File: config.mk
export PLATFORM = sky130hd
export DESIGN_NAME = dnn_train_sequencer
export DESIGN_NICKNAME = d
export VERILOG_FILES = /design/src/rtl/dnn_seq_pkg.sv /design/src/rtl/dnn_seq_case_bank.sv /design/src/rtl/dnn_train_sequencer.sv
export SDC_FILE = /design/constraint.sdc
export NUM_CORES = 1
export LEC_CHECK = 0
export CELL_PAD_IN_SITES_DETAIL_PLACEMENT = 1
export CELL_PAD_IN_SITES_GLOBAL_PLACEMENT = 1
export CORE_MARGIN = 1
export CORE_UTILIZATION = 48
export CTS_CLUSTER_DIAMETER = 30
export DETAILED_ROUTE_END_ITERATION = 10
export PLACE_DENSITY_LB_ADDON = 0.1
export SETUP_SLACK_MARGIN = 0.05
export SLEW_MARGIN = 20
export SYNTH_ARGS = -nofsm -noshare
export SYNTH_HDL_FRONTEND = slang
export SYNTH_SLANG_ARGS = --single-unit
File: constraint.sdc
create_clock -name clk -period 4.94 [get_ports clk]
set_input_delay 0.741 -clock clk [delete_from_list [all_inputs] [get_ports clk]]
set_output_delay 0.741 -clock clk [all_outputs]
set_load 0.1 [all_outputs]
File: src/rtl/dnn_seq_pkg.sv
// Shared types and helpers for the DNN training sequencer.
package dnn_seq_pkg;

  typedef enum logic [1:0] {IDLE, FEED, PAD, REPORT} seq_state_t;

  // Fibonacci feedback taps 16,14,13,11 as a mask over the shift register
  localparam logic [15:0] LFSR_TAPS = 16'hB400;

  function automatic logic [15:0] lfsr_next(input logic [15:0] s);
    return {s[14:0], ^(s & LFSR_TAPS)};
  endfunction

  // Magnitude of a sign-extended w-bit value, clamped to the positive range of w bits
  function automatic logic [63:0] abs_clamp(input logic signed [63:0] v, input int unsigned w);
    logic [63:0] lim;
    logic [63:0] mag;
    lim = (64'd1 << (w - 1)) - 64'd1;
    mag = (v < 0) ? 64'(-v) : 64'(v);
    return (mag > lim) ? lim : mag;
  endfunction

  function automatic logic [63:0] sat_add(input logic [63:0] a, input logic [63:0] b,
                                          input int unsigned w);
    logic [64:0] s;
    logic [64:0] lim;
    s   = {1'b0, a} + {1'b0, b};
    lim = (65'd1 << w) - 65'd1;
    return (s > lim) ? lim[63:0] : s[63:0];
  endfunction

endpackage

File: src/rtl/dnn_seq_case_bank.sv
// Training-case register file with per-slice readout of the selected case.
module dnn_seq_case_bank
  import dnn_seq_pkg::*;
#(
  parameter int N_IN    = 16,
  parameter int N_OUT   = 4,
  parameter int A_SLICE = 4,
  parameter int Y_SLICE = 1,
  parameter int CASES   = 8,
  parameter int K_W     = 2
) (
  input  logic                     clk,
  input  logic                     reset,
  input  logic                     wr_en,
  input  logic [$clog2(CASES)-1:0] wr_idx,
  input  logic [N_IN-1:0]          wr_act,
  input  logic [N_OUT-1:0]         wr_y,
  input  logic [$clog2(CASES)-1:0] rd_idx,
  input  logic [K_W-1:0]           slice_k,
  input  logic                     slice_en,
  output logic [A_SLICE-1:0]       act_slice,
  output logic [Y_SLICE-1:0]       y_slice
);

  logic [N_IN-1:0]  act_mem [CASES];
  logic [N_OUT-1:0] y_mem   [CASES];
  logic [N_IN-1:0]  act_sel;
  logic [N_OUT-1:0] y_sel;

  always_ff @(posedge clk) begin
    if (!reset) begin
      for (int unsigned i = 0; i < CASES; i++) begin
        act_mem[i] <= '0;
        y_mem[i]   <= '0;
      end
    end else if (wr_en) begin
      act_mem[wr_idx] <= wr_act;
      y_mem[wr_idx]   <= wr_y;
    end
  end

  always_comb begin
    act_sel   = act_mem[rd_idx];
    y_sel     = y_mem[rd_idx];
    act_slice = '0;
    y_slice   = '0;
    if (slice_en) begin
      act_slice = act_sel[slice_k*A_SLICE +: A_SLICE];
      y_slice   = y_sel[slice_k*Y_SLICE +: Y_SLICE];
    end
  end

endmodule

File: src/rtl/dnn_train_sequencer.sv
// Sequences training cases into the DNN core and accumulates per-epoch |dL|.
// Define DNN_SEQ_LFSR_EN for LFSR case selection; default is round-robin.
module dnn_train_sequencer
  import dnn_seq_pkg::*;
#(
  parameter int          WIDTH     = 16,
  parameter int          N_IN      = 16,
  parameter int          N_OUT     = 4,
  parameter int          A_SLICE   = 4,
  parameter int          Y_SLICE   = 1,
  parameter int          CASES     = 8,
  parameter int          EPOCH_LEN = 8,
  parameter int          PAD_CYC   = 2,
  parameter int          ACC_W     = 24,
  parameter logic [15:0] LFSR_SEED = 16'hACE1
) (
  input  logic                     clk,
  input  logic                     reset,
  input  logic                     start,
  input  logic                     stop,
  input  logic                     wr_en,
  input  logic [$clog2(CASES)-1:0] wr_idx,
  input  logic [N_IN-1:0]          wr_act,
  input  logic [N_OUT-1:0]         wr_y,
  input  logic signed [WIDTH-1:0]  dl_in,
  output logic [A_SLICE-1:0]       act_in,
  output logic [Y_SLICE-1:0]       y_in,
  output logic                     busy,
  output logic [$clog2(CASES)-1:0] case_idx,
  output logic [ACC_W-1:0]         epoch_err,
  output logic                     epoch_valid,
  output logic [15:0]              epoch_cnt
);

  localparam int SLICES = N_IN / A_SLICE;
  localparam int IDX_W  = $clog2(CASES);
  localparam int K_W    = (SLICES > 1) ? $clog2(SLICES) : 1;
  localparam int P_W    = (PAD_CYC > 1) ? $clog2(PAD_CYC) : 1;
  localparam int CE_W   = WIDTH + $clog2(SLICES);
  localparam int D_W    = $clog2(EPOCH_LEN + 1);

  if ((N_IN % A_SLICE != 0) || (N_OUT % Y_SLICE != 0) ||
      (N_IN / A_SLICE != N_OUT / Y_SLICE)) begin : g_slice_err
    $error("dnn_train_sequencer: N_IN/A_SLICE must equal N_OUT/Y_SLICE");
  end
  if ((CASES < 2) || ((CASES & (CASES - 1)) != 0)) begin : g_cases_err
    $error("dnn_train_sequencer: CASES must be a power of 2");
  end
  if ((LFSR_SEED == 16'h0000) || (PAD_CYC < 1) || (EPOCH_LEN < 1)) begin : g_misc_err
    $error("dnn_train_sequencer: LFSR_SEED must be nonzero, PAD_CYC/EPOCH_LEN >= 1");
  end

  seq_state_t       state, state_n;
  logic [K_W-1:0]   k_cnt;
  logic [P_W-1:0]   pad_cnt;
  logic [CE_W-1:0]  case_err;
  logic [ACC_W-1:0] epoch_acc;
  logic [D_W-1:0]   cases_done;
  logic             stop_lat;
  logic [IDX_W-1:0] pick_idx;

  logic k_last, pad_last, epoch_full, stop_req;
  logic do_pick, from_start, case_end, abandon;
  logic feed_en, bank_we;

  assign k_last     = (k_cnt == K_W'(SLICES - 1));
  assign pad_last   = (pad_cnt == P_W'(PAD_CYC - 1));
  assign epoch_full = (cases_done == D_W'(EPOCH_LEN - 1));
  assign stop_req   = stop_lat | stop;

`ifdef DNN_SEQ_LFSR_EN
  logic [15:0] lfsr;
  assign pick_idx = lfsr[IDX_W-1:0];

  always_ff @(posedge clk) begin
    if (!reset)       lfsr <= LFSR_SEED;
    else if (do_pick) lfsr <= lfsr_next(lfsr);
  end
`else
  assign pick_idx = from_start ? '0 : case_idx + IDX_W'(1);
`endif

  always_ff @(posedge clk) begin
    if (!reset) state <= IDLE;
    else        state <= state_n;
  end

  always_comb begin
    state_n    = state;
    do_pick    = 1'b0;
    from_start = 1'b0;
    case_end   = 1'b0;
    abandon    = 1'b0;
    unique case (state)
      IDLE: begin
        if (start && !stop) begin
          state_n    = FEED;
          do_pick    = 1'b1;
          from_start = 1'b1;
        end
      end
      FEED: if (k_last) state_n = PAD;
      PAD: begin
        if (pad_last) begin
          case_end = 1'b1;
          if (epoch_full) begin
            state_n = REPORT;
          end else if (stop_req) begin
            state_n = IDLE;
            abandon = 1'b1;
          end else begin
            state_n = FEED;
            do_pick = 1'b1;
          end
        end
      end
      REPORT: begin
        if (stop_req) begin
          state_n = IDLE;
        end else begin
          state_n = FEED;
          do_pick = 1'b1;
        end
      end
      default: state_n = IDLE;
    endcase
  end

  always_comb begin
    busy    = (state != IDLE);
    feed_en = (state == FEED);
    bank_we = wr_en && (state == IDLE);
  end

  // A partial epoch abandoned by stop never reaches epoch_acc's consumers
  always_ff @(posedge clk) begin
    if (!reset) begin
      k_cnt       <= '0;
      pad_cnt     <= '0;
      case_err    <= '0;
      epoch_acc   <= '0;
      cases_done  <= '0;
      stop_lat    <= 1'b0;
      case_idx    <= '0;
      epoch_err   <= '0;
      epoch_valid <= 1'b0;
      epoch_cnt   <= '0;
    end else begin
      stop_lat    <= busy && (state_n != IDLE) && stop_req;
      epoch_valid <= (state == REPORT);
      if (do_pick) case_idx <= pick_idx;
      if (state == FEED) begin
        k_cnt    <= k_last ? '0 : k_cnt + K_W'(1);
        case_err <= case_err + CE_W'(abs_clamp(64'(dl_in), WIDTH));
      end
      if (state == PAD) pad_cnt <= pad_last ? '0 : pad_cnt + P_W'(1);
      if (case_end) begin
        case_err <= '0;
        if (abandon) begin
          epoch_acc  <= '0;
          cases_done <= '0;
        end else begin
          epoch_acc  <= ACC_W'(sat_add(64'(epoch_acc), 64'(case_err), ACC_W));
          cases_done <= cases_done + D_W'(1);
        end
      end
      if (state == REPORT) begin
        epoch_err  <= epoch_acc;
        epoch_cnt  <= epoch_cnt + 16'd1;
        epoch_acc  <= '0;
        cases_done <= '0;
      end
    end
  end

  dnn_seq_case_bank #(
    .N_IN    (N_IN),
    .N_OUT   (N_OUT),
    .A_SLICE (A_SLICE),
    .Y_SLICE (Y_SLICE),
    .CASES   (CASES),
    .K_W     (K_W)
  ) u_bank (
    .clk       (clk),
    .reset     (reset),
    .wr_en     (bank_we),
    .wr_idx    (wr_idx),
    .wr_act    (wr_act),
    .wr_y      (wr_y),
    .rd_idx    (case_idx),
    .slice_k   (k_cnt),
    .slice_en  (feed_en),
    .act_slice (act_in),
    .y_slice   (y_in)
  );

endmodule
Word-level counts from Yosys, hierarchy flattened
Memories as Yosys holds them, arrays and structs flattened. A register that Yosys moved wholly into a read port is not among the register bits.
Index checks and enable logic that the tools add are counted.
{"block": "totals", "regBits": 96, "ramBits": 160, "inputBits": 44, "out_inout_bits": 50, "word_cells": 87, "mem_count": 2}
{"block": "op_classes", "add_sub_neg": 8, "magnitude_cmp": 3, "eq_ne": 5, "n_shift": 2, "n_mux": 42, "bitwise_logic": 2, "n_reduce_logical": 12}
{"memory": "u_bank.act_mem", "words": 8, "width": 16, "read_ports": 1, "rd_clocked_by_memory_dff": 1, "write_ports": 8, "line_no": "dnn_seq_case_bank.sv:25", "source": "logic [N_IN-1:0] act_mem [CASES];"}
{"memory": "u_bank.y_mem", "words": 8, "width": 4, "read_ports": 1, "rd_clocked_by_memory_dff": 1, "write_ports": 8, "line_no": "dnn_seq_case_bank.sv:26", "source": "logic [N_OUT-1:0] y_mem [CASES];"}
{"op": "$gt 64x15->1 const B", "n": 1}
{"op": "$mux 64", "n": 1}
{"op": "$neg 16->64", "n": 1}
{"op": "$mux 24", "n": 2}
{"op": "$add 24x18->25", "n": 1}
{"op": "$gt 25x24->1 const B", "n": 1}
{"op": "$mux 3", "n": 7}
{"op": "$mux 1", "n": 20}
{"op": "$add 18x18->18", "n": 1}
{"op": "$mux 18", "n": 1}
{"op": "$add 16x1->16 const B", "n": 1}
{"op": "$lt 16x1->1 const B", "n": 1}
{"op": "$mux 16", "n": 1}
{"op": "$reduce_or 16->1", "n": 1}
{"op": "$shiftx 16x5->4", "n": 1}
{"op": "$mux 4", "n": 3}
{"op": "$mux 2", "n": 5}
{"op": "$pmux 2 s4", "n": 1}
{"op": "$eq 2x2->1 const B", "n": 3}
{"op": "$add 4x1->4 const B", "n": 1}
{"op": "$eq 4x3->1 const B", "n": 1}
{"op": "$logic_and 1x1->1", "n": 4}
{"op": "$reduce_bool 2->1", "n": 2}
{"op": "$reduce_or 2->1", "n": 2}
{"op": "11 further kinds", "n": 11}

Logic depth before layout (Yosys ltp)
Gate-level depths: netlist (run 1).
{"block": "logic_depth", "depth_word": 8, "depth_mapped": 16}

By module
From an unflattened synthesis (run 1), not the netlist that was laid out.
{"block": "hier_totals", "hier_cells": 1176, "hier_area_um2": 13177.6}
{"mod": "dnn_seq_case_bank", "n_inst": 1, "cells_each": 453, "area_each_um2": 7374.6, "seq_area_each_um2": 4804.6}
{"mod": "dnn_train_sequencer", "n_inst": 1, "cells_each": 723, "area_each_um2": 5803.1, "seq_area_each_um2": 1921.8}

Worst setup path after synthesis (run 1)
OpenSTA, ideal clock, no wires.
{"block": "synth_path", "kind": "input port to flip-flop", "start": "input port dl_in[7]", "end": "register case_err[15]", "setup_time_ps": 62, "arrival_time_ps": 3776, "required_ps": 4878, "path_slack_ps": 1102, "stages": 16, "cell_sequence": "or4_4 nor4_2 nand2b_1 nor3_2 nand3_1 clkbuf_1 nand2_1 ha_1 o21ai_1 nor2b_1 or2_1 o31ai_2 o311a_1 a31oi_1 or4_1 nand3_1"}
{"block": "synth_via", "elab_chain_len": 5, "word_cells_on_any_way": 6}
{"item": "start, declared", "line_no": "dnn_train_sequencer.sv:25", "source": "input logic signed [WIDTH-1:0] dl_in,"}
{"item": "$neg 16->64 / $lt 16x1->1 (equally long branches)", "line_no": "dnn_seq_pkg.sv:18", "source": "mag = (v < 0) ? 64'(-v) : 64'(v);"}
{"item": "$mux 64 *", "line_no": "dnn_seq_pkg.sv:18"}
{"item": "$gt 64x15->1", "line_no": "dnn_seq_pkg.sv:19", "source": "return (mag > lim) ? lim : mag;"}
{"item": "$mux 18 *", "line_no": "dnn_seq_pkg.sv:19"}
{"item": "$add 18x18->18 *", "line_no": "dnn_train_sequencer.sv:154", "source": "case_err <= case_err + CE_W'(abs_clamp(64'(dl_in), WIDTH));"}
{"item": "end signal, assigned", "line_no": "dnn_train_sequencer.sv:154"}
{"item": "end, declared", "line_no": "dnn_train_sequencer.sv:56", "source": "logic [CE_W-1:0] case_err;"}
Mark *: on every way between the ends. The rest lies on a longest branch, timed or not.
A chain may end at the register's enable or synchronous reset.

Final worst setup path (run 1)
{"block": "layout_path", "start": "input port dl_in[4]", "end": "register case_err[16]"}
The elaborated chain is that of the path after synthesis.

==> results of run 1 <==
## stage by stage
| step | area, µm² | power (W) | worst slack [ns] |
|---|---|---|---|
| detailed placement | 14400 | 0.00296 | 0.0141 |
| floorplan | 13000 | 0.00277 | 1.10 |
| CTS | 16400 | 0.00700 | 0.581 |
| finish | 16400 | 0.00696 | 0.503 |
| global route | 16400 | 0.00715 | 0.203 |
| global placement | 14400 | 0.00294 | 0.260 |
## placed cells by master, fill, tap and decap left out, types with 40 or more instances in the layout
master,count
mux4_2,50
clkbuf_16,58
nor2_1,45
dfxtp_1,97
nand2_1,148
edfxtp_1,160
ha_1,40
clkdlybuf4s50_1,87
a21oi_1,54
and2_1,179
## final cells by class
cell class	instances	area share
flip-flops and latches	259	0.413
multi-input cells	820	0.365
clock buffers	68	0.0930
repair buffers	118	0.0670
clock inverters	40	0.0332
well taps	335	0.0255
inverters	14	0.00320
diodes	1	0.000152
## report_power, final
group / internal, W / total [W] / switching [W] / leakage (nW)
combinational: 0.000212 / 0.000512 / 0.000300 / 2.84
clock: 0.00274 / 0.00402 / 0.00129 / 1.00
sequential: 0.00237 / 0.00242 / 0.0000474 / 2.45
## worst max path at each step
stage	start	end	slack, ns	cells after the start
3_3_place_gp	dl_in[4]	case_err[17]	0.26	17
4_1_cts	dl_in[4]	case_err[16]	0.58	17
2_1_floorplan	dl_in[7]	case_err[15]	1.10	16
3_5_place_dp	dl_in[4]	case_err[14]	0.01	17
6_report	dl_in[4]	case_err[16]	0.50	17
5_1_grt	dl_in[4]	case_err[16]	0.20	17
## worst max-delay path: cells and delay by family
kind / cells / cell delay (ns)
xor+xnor: 1 / 0.15
buf+inv: 1 / 0.49
simple gates: 7 / 1.66
compound gates: 6 / 1.41
fa+ha+maj: 2 / 0.42
## routing by layer
metal	up-vias	global-route usage
met5	-	0
met4	0	0.0978
met3	89	0.0428
met2	254	0.516
met1	4753	0.312
li1	4396	-
## sequential cells by signal, summed over array words and instances (netlist names), 2 cells and up, named ones only
| name | cells |
|---|---|
| epoch_acc | 24 |
| state | 2 |
| u_bank.act_mem | 128 |
| cases_done | 4 |
| case_err | 18 |
| u_bank.y_mem | 32 |
| k_cnt | 2 |
| case_idx | 3 |
| epoch_err | 24 |
| epoch_cnt | 16 |
## cells by family after synthesis
logic type,Yosys count,share of synthesized area
flip-flops,259,0.521
XOR/XNOR,55,0.0370
buffers and inverters,71,0.0213
AO/OA/AOI/OAI,197,0.100
multiplexers,58,0.0927
other,1,0.000288
adder cells (fa/ha/maj),42,0.0415
AND/OR/NAND/NOR,466,0.186
==> impl_results.md, run 1 <==
- Fill count: 2628
- Largest area contributor in the netlist: edfxtp_1
- Worst r2r path cells: 11
- Die H: 167 µm
- Worst hold stages: 2
- Max frequency: 225 MHz
- Post-CTS Setup Inserts: 0
- Count leader, synth: and2_1
- H-Tree Depth: 2
- Cells after Synth: 1149
- Clock sink count: 259
- I/O pin cnt: 94
- Vias in the first global route: 10.4k
- DRC violations left: 0
- P&R area growth vs syn: 26.3%
- Netlist Area Pre-Place: 13000 µm²
- Largest net degree at the start of global routing: 42
- Reg-to-Reg Start: case_err[0]
- HP Start: epoch_err[2]
- Critical path peak fanout: 5
- Finished Layout Cells: 1655
- DR iter-0 viols: 547
- Yosys warns: 0
- Share of post-route cells with drive strength above 1: 0.158
- Clk slew on worst S/H paths: 0.04 ns
- CP dominant cell by count: a21oi_1
- Top cells by area, synth: edfxtp_1 (37%), dfxtp_1 (15%), mux4_2 (8.7%), and2_1 (8.6%), nand2_1 (4.3%)
- Routed Antenna Nets: 0
- Final Cycle Share: 0.898
- Horiz. Die Dim: 167 µm
- Pins Over Slew Limit: 0
- Netlist cell types: 64
- Synth top area share: 0.369
- Crit end category: flop
- Worst reg2reg path endpoint: epoch_acc[23]
- Hold-fix buffers, CTS: 0
- Starting density of the core: 0.494
- LEAKAGE: 6.29 nW
- Met2 Wirelength: 19800 µm
- WP data arrival: 4.86 ns
- Setup tns final: 0 ns
- Crit path kind: input port to flop
- Critical path's slowest cell: or4_4
- Final Routed Wirelength: 37100 µm
- Met1 wire length: 14600 µm
- PwrDens: 423 nW/µm²
- Via/cell ratio: 5.74
- Seq/Total Area, Yosys: 0.521
- Max clock buf depth: 3
- Worst Tran Pin Value: 1.07 ns
- Max Clock Skew: 0.0301 ns
- CP startpoint kind: input port
- Max-slew headroom: 0.284
- Final core area utilization: 0.624
- Total CTS buffers: 58
- Worst EP required: 5.36 ns
- Dpl hpwl: 22900 µm
- Met3 WL: 1690 µm
- Register area: 6790 µm²
- Min-delay worst type: flop to flop
- Max_cap viols: 0
- DIE AREA: 27800 µm²
- Reg-to-reg slack, setup: 2.00 ns
- Multi-input gate area: 6000 µm²
- Via total after detailed routing: 9492
- Number of flops mapped to enable cells by yosys: 160
- Crit path time final: 4.44 ns
- Clock root buffer: clkbuf_16
- CORE AREA: 26400 µm²
- Ys flop type: edfxtp_1
- FF+latch count, synth: 259
- Worst hold endpoint: epoch_err[2]
- Worst hold slack: 0.464 ns
- RSZ-0062 raised after global routing: false
- # rows: 59
- Avg Cell Area, Syn: 11.3 µm²
- Drt pass-1 iters: 5
- Initial antenna violation count: 1
- Commonest cells post-synth: and2_1 (179), edfxtp_1 (160), nand2_1 (148), dfxtp_1 (99), a21oi_1 (54)
- Grt ovf: 0
- Worst vdd ir: 293 µV
- Post-synth ARST share: 0
- DR WL/cell: 22.4 µm
- Clk_lat worst skew: 0.58 ns
- Nets: 1357
- Port Buffers: 93
- # setup viols final: 0
- Post_cts resized: 0
- Global-route wire length before repair: 58500 µm
- Gr usage total: 0.274
- DR top layer: met4
- GP Congestion: 0.849
- Cells after DPL: 1546
- Status: finished, final reports clean
- Max incr delay on CP: 0.58 ns
- Critical path cell sequence: clkdlybuf4s50_1 > or4_4 > nor4_2 > nand2b_1 > nor3_2 > nand3_1 > nand2_1 > ha_1 > fa_1 > a21oi_1 > o21bai_1 > nand2_1 > a211oi_1 > o211ai_1 > a21oi_1 > xnor2_1 > a21oi_1
- CTS tree: built
- Final count of hold timing violations: 0
Power figures use the tool's default switching activity.
==> inputs of run 2 (changes only) <==
- SYNTH_HIERARCHICAL: unset -> 1
==> run 2 against run 1 <==
Against the previous run: sequential power about the same; clock skew increased by 0.0083 ns; highest routed layer unchanged; count of clock-buffer cells in the layout increased by 3; final area decreased by 0.36%; via count increased by 0.79%; area after synthesis increased by 1.2%; maximum frequency increased by 5.3%; non-clock buffer count decreased by 6; critical path type unchanged; critical path depth decreased by 3; combinational power decreased by 4.9%.
==> impl_results.md, run 2 <==
- Status: finished, final reports clean
- Ys flop type: edfxtp_1
- Ant diodes: 0 (-1)
- Largest net degree at the start of global routing: 39 (-7.1%)
- CORE AREA: 27000 µm² (+2.3%)
- Reg-to-reg slack, setup: 1.99 ns (about the same)
- GP Congestion: 0.865 (+2.0%)
- PwrDens: 408 nW/µm² (-3.6%)
- Critical path peak fanout: 5 (unchanged)
- Largest reg by FF count: u_bank/act_mem
- Port Buffers: 93 (unchanged)
- CP Buf/Inv Count: 1 (unchanged)
- Cells after DPL: 1569 (+1.5%)
- Worst EP required: 5.34 ns (-0.02 ns)
- Finished Layout Cells: 1675 (+1.2%)
- Post-Synth XOR/XNOR Area: 0.0346 (-0.00245)
- Number of flops mapped to enable cells by yosys: 160 (unchanged)
- DRC violations left: 0 (unchanged)
- Commonest cells post-synth: and2_1 (180), edfxtp_1 (160), nand2_1 (159), dfxtp_1 (96), a21oi_1 (57)
- Max_cap viols: 0 (unchanged)
- Main combinational cell family by area after synthesis: simple AND/OR/NAND/NOR gates
- Synth top area share: 0.365 (-0.00452)
- Netlist Area Pre-Place: 13200 µm² (+1.2%)
- Avg Cell Area, Syn: 11.2 µm² (-1.1%)
- # setup viols final: 0 (unchanged)
- DR iter-0 viols: 658 (+20%)
- Simple-gate share of the synthesized area: 0.186 (+0.000765)
- Max clock buf depth: 3 (unchanged)
- Max incr delay on CP: 0.50 ns (-0.08 ns)
- Mux contribution to synthesized area: 0.0851 (-0.00759)
- Post-synth ARST share: 0 (unchanged)
- Dpl ws: 0.153 ns (+0.139 ns)
- Gr usage total: 0.265 (-0.00913)
- Initial antenna violation count: 0 (-1)
- Clk slew on worst S/H paths: 0.04 ns (about the same)
- Setup tns final: 0 ns (unchanged)
- Synth Area in Compound Gates: 0.115 (+0.0152)
- Global-route wire length before repair: 57400 µm (-1.9%)
- Worst vdd ir: 307 µV (+4.8%)
- Via total after detailed routing: 9567 (+0.79%)
- Grt ovf: 0 (unchanged)
- Die H: 168 µm (+0.61%)
- Cell area after placement: 14400 µm² (+0.44%)
- Netlist cell types: 73 (+14%)
- Worst setup margin: 0.725 ns (+0.222 ns)
- Count leader, synth: and2_1
- LEAKAGE: 6.24 nW (-0.87%)
- Max-slew headroom: 0.253 (-0.0307)
- Yosys warns: 6 (+6)
- DR WL/cell: 21.7 µm (-3.0%)
- Dpl hpwl: 22700 µm (-0.93%)
- RSZ-0062 raised after global routing: false
- Worst path top cell family by delay: compound AO/OA/AOI/OAI gates
- Min-delay worst type: flop to flop
- H-Tree Depth: 2 (unchanged)
- Starting density of the core: 0.489 (-0.00495)
- Crit path kind: input port to flop
- Final count of hold timing violations: 0 (unchanged)
- Worst Tran Pin Value: 1.12 ns (+0.0464 ns)
- Clk_lat worst skew: 0.59 ns (about the same)
- Max frequency: 237 MHz (+5.3%)
- Total CTS buffers: 57 (-1.7%)
- Final Cell Area: 16400 µm² (-0.36%)
- Final Routed Wirelength: 36400 µm (-1.8%)
- Vias in the first global route: 10.2k (-1.2%)
- Clock root buffer: clkbuf_16
- Horiz. Die Dim: 168 µm (+0.61%)
- Most frequent cells in the layout: and2_1 (180), edfxtp_1 (160), nand2_1 (159)
- Max Clock Skew: 0.0384 ns (+0.00832 ns)
- Nets: 1373 (+1.2%)
- Seq/Total Area, Yosys: 0.510 (-0.0109)
- Pins Over Slew Limit: 0 (unchanged)
- Post-CTS Setup Inserts: 0 (unchanged)
- Post-synthesis adder-cell area fraction: 0.0410 (-0.000509)
- Largest register FFs: 128 (unchanged)
- Drt pass-1 iters: 5 (unchanged)
- Final Cycle Share: 0.853 (-0.0449)
- P&R area growth vs syn: 24.3%
- Clock sink count: 256 (-1.2%)
- Via/cell ratio: 5.71 (-0.41%)
- Critical path's slowest cell: clkdlybuf4s50_1
- Critical path cell sequence: clkdlybuf4s50_1 > nor4_1 > nand2_1 > nor4_2 > nand3_1 > o211ai_1 > ha_1 > a211oi_1 > o21ai_0 > a31oi_1 > a21oi_1 > a31oi_1 > mux2i_1 > o21ai_0
- Hold-fix buffers, CTS: 0 (unchanged)
- Top cells by area, synth: edfxtp_1 (36%), dfxtp_1 (15%), and2_1 (8.5%), nand2_1 (4.5%), mux4_2 (4.3%)
- Post_cts resized: 0 (unchanged)
- Largest area contributor in the netlist: edfxtp_1
- Largest registers: u_bank/act_mem: 128 flops, u_bank/y_mem: 32 flops
- CTS tree: built
- CP startpoint kind: input port
- Crit end category: flop
- # rows: 60 (+1.7%)
- DIE AREA: 28100 µm² (+1.2%)
- Crit path time final: 4.22 ns (-0.222 ns)
- Cells after Synth: 1176 (+2.3%)
- FF+latch count, synth: 256 (-1.2%)
- Share of post-route cells with drive strength above 1: 0.139 (-0.0190)
- I/O pin cnt: 94 (unchanged)
- Routed Antenna Nets: 0 (unchanged)
- Most common cell after layout, fill and taps aside: and2_1
- WP data arrival: 4.61 ns (-0.25 ns)
==> run 2: cell count changes after synthesis, moves of 7 or more <==
cell / previous run / this run
buf_6: 0 / 7
mux2_2: 0 / 11
mux4_1: 0 / 15
mux4_2: 50 / 25
nand2_1: 148 / 159
nor2_1: 51 / 39
o21ai_1: 4 / 17
xor2_1: 25 / 18
==> run 2: per-layer routing <==
layer / routed length, µm / vias to the layer above / global-route usage / part of all wire
li1: - / 4504 / - / -
met1: 14700 / 4706 / 0.313 / 0.40
met2: 18800 / 281 / 0.487 / 0.52
met5: 0 / - / 0 / 0
met4: 1120 / 0 / 0.0965 / 0.031
met3: 1780 / 76 / 0.0383 / 0.049
==> run 2: cell type report <==
cell class	instances	area (µm²)
Fill cell	2725	10600
Sequential cell	256	6730
Multi-Input combinational cell	848	6170
Clock buffer	71	1510
Timing Repair Buffer	112	1060
Clock inverter	35	442
Tap cell	341	427
Inverter	12	45.0
==> run 2: worst reg2reg max path, delay by kind of cell, from the launching register on <==
family                     cells  cell delay, ns
and+or+nand+nor                1            0.28
AOI/OAI and AO/OA              5            1.33
DFF                            1            0.37
xor gates and xnor gates       1            0.13
adders and majority gates      2            0.71
==> run 2: path summary, 6_finish.rpt <==
path / startpoint / end / cells past startpoint
worst max register to register: case_err[0] / case_err[16] / 9
worst max-delay path: dl_in[2] / case_err[15] / 14
worst min-delay path: epoch_err[8] / epoch_err[8] / 2
worst min register to register: epoch_err[8] / epoch_err[8] / 2
==> run 2: logic make-up after synthesis <==
family / Yosys count
simple gates: 472
flops: 256
compound gates: 225
buf+inv: 73
mux: 55
xor+xnor: 52
fa+ha+maj: 42
other cells: 1
==> run 2: stage by stage <==
| stage | utilization | hold slack, ns | power [W] |
|---|---|---|---|
| after floorplan | - | 0.435 | 0.00273 |
| after CTS | 0.608 | 0.463 | 0.00674 |
| final | 0.608 | 0.458 | 0.00669 |
| after detailed placement | 0.535 | 0.451 | 0.00291 |
| after global placement | 0.535 | 0.447 | 0.00290 |
| after global routing | 0.608 | 0.480 | 0.00688 |
==> run 2: power by group <==
part / internal [W] / switching, W
registers: 0.00235 / 0.0000445
logic: 0.000191 / 0.000295
clock network: 0.00257 / 0.00123
total: 0.00511 / 0.00157
